### src/rtl/mem_port_arbiter.sv
// Arbiter/sequencer sharing one req/ack memory port between instruction fetch
// and the MEM stage, with round-robin fairness and pipeline stall generation.
module mem_port_arbiter #(
  parameter int AW = 32,
  parameter int DW = 32
) (
  input  logic          clk,
  input  logic          rst_n,
  input  logic          if_req,
  input  logic [AW-1:0] if_addr,
  input  logic          flush_if,
  output logic [DW-1:0] if_rdata,
  output logic          if_done,
  input  logic          LeerMem,
  input  logic          EscrMem,
  input  logic [AW-1:0] dm_addr,
  input  logic [DW-1:0] dm_wdata,
  output logic [DW-1:0] dm_rdata,
  output logic          dm_done,
  output logic          stall,
  output logic          stall_if,
  output logic          mem_req,
  output logic          mem_we,
  output logic [AW-1:0] mem_addr,
  output logic [DW-1:0] mem_wdata,
  input  logic [DW-1:0] mem_rdata,
  input  logic          mem_ack
);

  typedef enum logic [1:0] {IDLE, FETCH, DATA} state_t;

  localparam logic GRANT_IF   = 1'b0;
  localparam logic GRANT_DATA = 1'b1;

  state_t        state_q, state_d;
  logic          lastGrant_q, lastGrant_d;
  logic          kill_q, kill_d;
  logic          memReq_q, memReq_d;
  logic          memWe_q, memWe_d;
  logic [AW-1:0] memAddr_q, memAddr_d;
  logic [DW-1:0] memWdata_q, memWdata_d;
  logic [DW-1:0] ifRdata_q, ifRdata_d;
  logic [DW-1:0] dmRdata_q, dmRdata_d;
  logic          ifDone_q, ifDone_d;
  logic          dmDone_q, dmDone_d;

  logic dreq;
  logic freq;
  logic ackSeen;

  // Done-gating keeps the same request from being granted again in its done cycle.
  assign dreq    = (LeerMem | EscrMem) & ~dmDone_q;
  assign freq    = if_req & ~flush_if & ~ifDone_q;
  assign ackSeen = mem_ack & memReq_q;

  always_ff @(posedge clk) begin
    if (!rst_n) begin
      state_q     <= IDLE;
      lastGrant_q <= GRANT_IF;
      kill_q      <= 1'b0;
      memReq_q    <= 1'b0;
      memWe_q     <= 1'b0;
      memAddr_q   <= '0;
      memWdata_q  <= '0;
      ifRdata_q   <= '0;
      dmRdata_q   <= '0;
      ifDone_q    <= 1'b0;
      dmDone_q    <= 1'b0;
    end else begin
      state_q     <= state_d;
      lastGrant_q <= lastGrant_d;
      kill_q      <= kill_d;
      memReq_q    <= memReq_d;
      memWe_q     <= memWe_d;
      memAddr_q   <= memAddr_d;
      memWdata_q  <= memWdata_d;
      ifRdata_q   <= ifRdata_d;
      dmRdata_q   <= dmRdata_d;
      ifDone_q    <= ifDone_d;
      dmDone_q    <= dmDone_d;
    end
  end

  always_comb begin
    state_d     = state_q;
    lastGrant_d = lastGrant_q;
    kill_d      = kill_q;
    memReq_d    = memReq_q;
    memWe_d     = memWe_q;
    memAddr_d   = memAddr_q;
    memWdata_d  = memWdata_q;
    ifRdata_d   = ifRdata_q;
    dmRdata_d   = dmRdata_q;
    ifDone_d    = 1'b0;
    dmDone_d    = 1'b0;

    unique case (state_q)
      IDLE: begin
        // On contention the grant alternates away from the previous winner.
        if (dreq && (!freq || lastGrant_q == GRANT_IF)) begin
          state_d     = DATA;
          memReq_d    = 1'b1;
          memWe_d     = EscrMem;
          memAddr_d   = dm_addr;
          memWdata_d  = dm_wdata;
          lastGrant_d = GRANT_DATA;
        end else if (freq) begin
          state_d     = FETCH;
          memReq_d    = 1'b1;
          memWe_d     = 1'b0;
          memAddr_d   = if_addr;
          lastGrant_d = GRANT_IF;
          kill_d      = 1'b0;
        end
      end

      FETCH: begin
        // A flushed fetch still runs to completion; only its result is dropped.
        if (flush_if) begin
          kill_d = 1'b1;
        end
        if (ackSeen) begin
          memReq_d = 1'b0;
          state_d  = IDLE;
          if (!(kill_q || flush_if)) begin
            ifRdata_d = mem_rdata;
            ifDone_d  = 1'b1;
          end
        end
      end

      DATA: begin
        if (ackSeen) begin
          memReq_d = 1'b0;
          state_d  = IDLE;
          dmDone_d = 1'b1;
          if (!memWe_q) begin
            dmRdata_d = mem_rdata;
          end
        end
      end

      default: begin
        state_d = IDLE;
      end
    endcase
  end

  assign stall     = dreq;
  assign stall_if  = dreq | freq;
  assign mem_req   = memReq_q;
  assign mem_we    = memWe_q;
  assign mem_addr  = memAddr_q;
  assign mem_wdata = memWdata_q;
  assign if_rdata  = ifRdata_q;
  assign if_done   = ifDone_q;
  assign dm_rdata  = dmRdata_q;
  assign dm_done   = dmDone_q;

endmodule

### config.mk
export PLATFORM = sky130hd
export DESIGN_NAME = mem_port_arbiter
export DESIGN_NICKNAME = d
export VERILOG_FILES = /design/src/rtl/mem_port_arbiter.sv
export SDC_FILE = /design/constraint.sdc
export NUM_CORES = 1
export LEC_CHECK = 0
export CORE_UTILIZATION = 39
export DETAILED_ROUTE_END_ITERATION = 6
export PLACE_DENSITY = 0.82
export SLEW_MARGIN = 25
export SYNTH_ARGS = -nofsm -noshare
export SYNTH_HDL_FRONTEND = slang
export SYNTH_SLANG_ARGS = --single-unit
### constraint.sdc
create_clock -name clk -period 2 [get_ports clk]
set_input_delay 0.2 -clock clk [delete_from_list [all_inputs] [get_ports clk]]
set_output_delay 0.2 -clock clk [all_outputs]
set_load 0.05 [all_outputs]
==> run metrics <==
outcome=completed; Cell Rows=41; CTS tree=done; first-pass GRT wire length=23.9 mm; Crit Path Class=flop to primary output; Fin. Hold Viols=0; slowest stage delay, CP=0.85 ns; Post-Syn Area=0.00508 mm²; # Max-Cap Violations=0; effective utilization at floorplan=0.401; worst relative slew slack=0.618; number of global-route vias before repair=4864; IO Count=269; RD Place Congestion=0.767; Post-Syn Nets=788; vias per inst=4.94; crit path cell chain=clkdlybuf4s50_1; worst hold path type=input port to flop; Peak Freq=537 MHz; CP arrival=1.66 ns; CP top delay family=buffers and inverters; Buf/Inv on CP=1; core area=0.0127 mm²; min Tclk post-route=1.86 ns; Least-Margin Pin Slew=0.571 ns; Routed WL=15.8 mm; Clk pin slew, worst setup/hold paths=0.05 ns; antenna cell count=0; Syn Area/Cell=7.83 µm²; CTS sink count=136; number of vias in the routed layout=5350; die area=0.0135 mm²; chip height=116 µm; CP Max Fanout=4; CP Capture Type=primary output; Post-Syn Instances=649; H-tree depth=4; per-cell routed wire length=14.6 µm; Max VDD drop=824 µV; pin count of the biggest net entering global routing=100; Clock Skews=0.00548 ns; Placed Area=0.00803 mm²; GRT Total Usage=0.231; setup violators final=0; final instance area=0.00860 mm²; DRT iter0 DRCs=375; CTS Buffer Depth=2; die width=116 µm; Clock Latency Late Sink=0.42 ns; slowest CP cell=clkdlybuf4s50_1; sequential-to-total area share from yosys stat=0.536; Yosys reg bits=136; Slew Viols, Final=0; DRC=0; Area Growth Syn to Fin=69.3%; setup TNS=0 ns; cts repair resizes=0; DP Wirelength=10.9 mm; cts hold-fix bufs=0; postcts setup bufs=0; Yosys warnings=0; remaining global-route overflow=0; CTS root buf=clkbuf_16; Critical Path RT=1.80 ns; CTS Buf Count=17; IO buf count=268; Yosys cell types=32; Layout Nets=1037; layout cells sized above 1=0.0626; Leakage=3.10 nW; unrepaired setup endpoints after global routing=no; initial antenna violation count=0; PwrDens=1270 mW/mm²; final period utilization=0.931; type of origin of the critical path=flop; Final ANT Viol Nets=0; drt first pass iters=4; fill count=1047
## cell usage in the layout, fill, tap and decap left out, drive strengths merged, types with 2 or more instances in the layout
master           n
clkdlybuf4s50  265
nand2          228
dfxtp          136
a21oi           68
o21ai           65
nand3           34
a31oi           32
clkbuf          19
buf             17
clkinv           8
inv              7
nor2             6
ha               4
clkinvlp         3
bufinv           2
## per-layer routing
| layer | share of wire | track usage | routed length (µm) |
|---|---|---|---|
| met1 | 0.40 | 0.255 | 6370 |
| met4 | 0.027 | 0.114 | 420 |
| met5 | 0 | 0 | 0 |
| met2 | 0.49 | 0.398 | 7730 |
| met3 | 0.081 | 0.0773 | 1280 |
## layout make-up
class | count | area [µm²] | share of cell area
Multi-Input combinational cell | 454 | 2140 | 0.248
Tap cell | 172 | 215 | 0.0250
Clock buffer | 19 | 443 | 0.0515
Timing Repair Buffer | 282 | 2930 | 0.340
Inverter | 7 | 26.3 | 0.00305
Clock inverter | 13 | 130 | 0.0151
Sequential cell | 136 | 2720 | 0.317
## worst paths after layout
check / from / end / slack, ns / cells after the start
worst max-delay path: mem_we / mem_we / 0.14 / 1
worst min-delay path: rst_n / lastGrant_q / 0.21 / 3
worst max register to register: state_q[1] / if_rdata[5] / 0.28 / 7
worst min register to register: dm_rdata[14] / dm_rdata[14] / 0.45 / 2
## logic make-up (layout without fill, tap and decap cells)
logic type / after synthesis / after routing / synth area share
AND/OR/NAND/NOR: 275 / 275 / 0.217
AO/OA/AOI/OAI: 175 / 175 / 0.189
flip-flops: 136 / 136 / 0.536
buffers and inverters: 59 / 321 / 0.0485
adder cells (fa/ha/maj): 4 / 4 / 0.00985
## Yosys cell counts
master,n,area [µm²]
a21o_1,1,7.51
o32ai_1,1,8.76
inv_2,1,3.75
o21ai_1,20,100
o21bai_2,1,11.3
nand4_1,1,6.26
dfxtp_1,136,2720
or4_1,1,7.51
nor4_1,1,6.26
a32oi_1,1,8.76
o21ai_0,45,225
a211oi_1,1,7.51
o311ai_0,1,8.76
nand2_1,228,856
or2_2,1,6.26
or3b_1,1,8.76
nor2_1,6,22.5
clkbuf_1,30,113
a22oi_1,1,7.51
nand3_1,34,170
nor3b_2,1,12.5
o41ai_1,1,8.76
o2111ai_1,1,8.76
nor3_1,1,5.00
buf_2,20,100
a21oi_1,67,335
inv_1,6,22.5
o22ai_1,1,6.26
a31oi_1,32,200
a21oi_4,1,16.3
ha_1,4,50.1
buf_1,2,7.51
## report_power, final
part,switching [mW],total (mW),internal [mW]
Combinational,2.90,4.45,1.56
Sequential,0.283,3.50,3.21
Clock,1.15,3.00,1.85
## state kept, by name (all words and copies together) (netlist names)
name         count
if_rdata        32
mem_wdata       32
state_q          2
mem_addr        32
lastGrant_q      1
dm_done          1
if_done          1
kill_q           1
dm_rdata        32
mem_req          1
mem_we           1
## per-stage QoR
step / utilization / hold WS (ns) / total power, mW / instances / worst slack [ns]
floorplan: - / 0.330 / 6.32 / 649 / 0.123
CTS: 0.679 / 0.198 / 11.0 / 1083 / 0.0937
finish: 0.679 / 0.214 / 11.0 / 1083 / 0.139
global route: 0.679 / 0.238 / 11.5 / 1083 / 0.0695
detailed placement: 0.634 / 0.448 / 8.00 / 1051 / 0.0944
global placement: 0.634 / 0.441 / 7.95 / 1051 / 0.150
No activity file was read; power rests on OpenSTA's default activity.
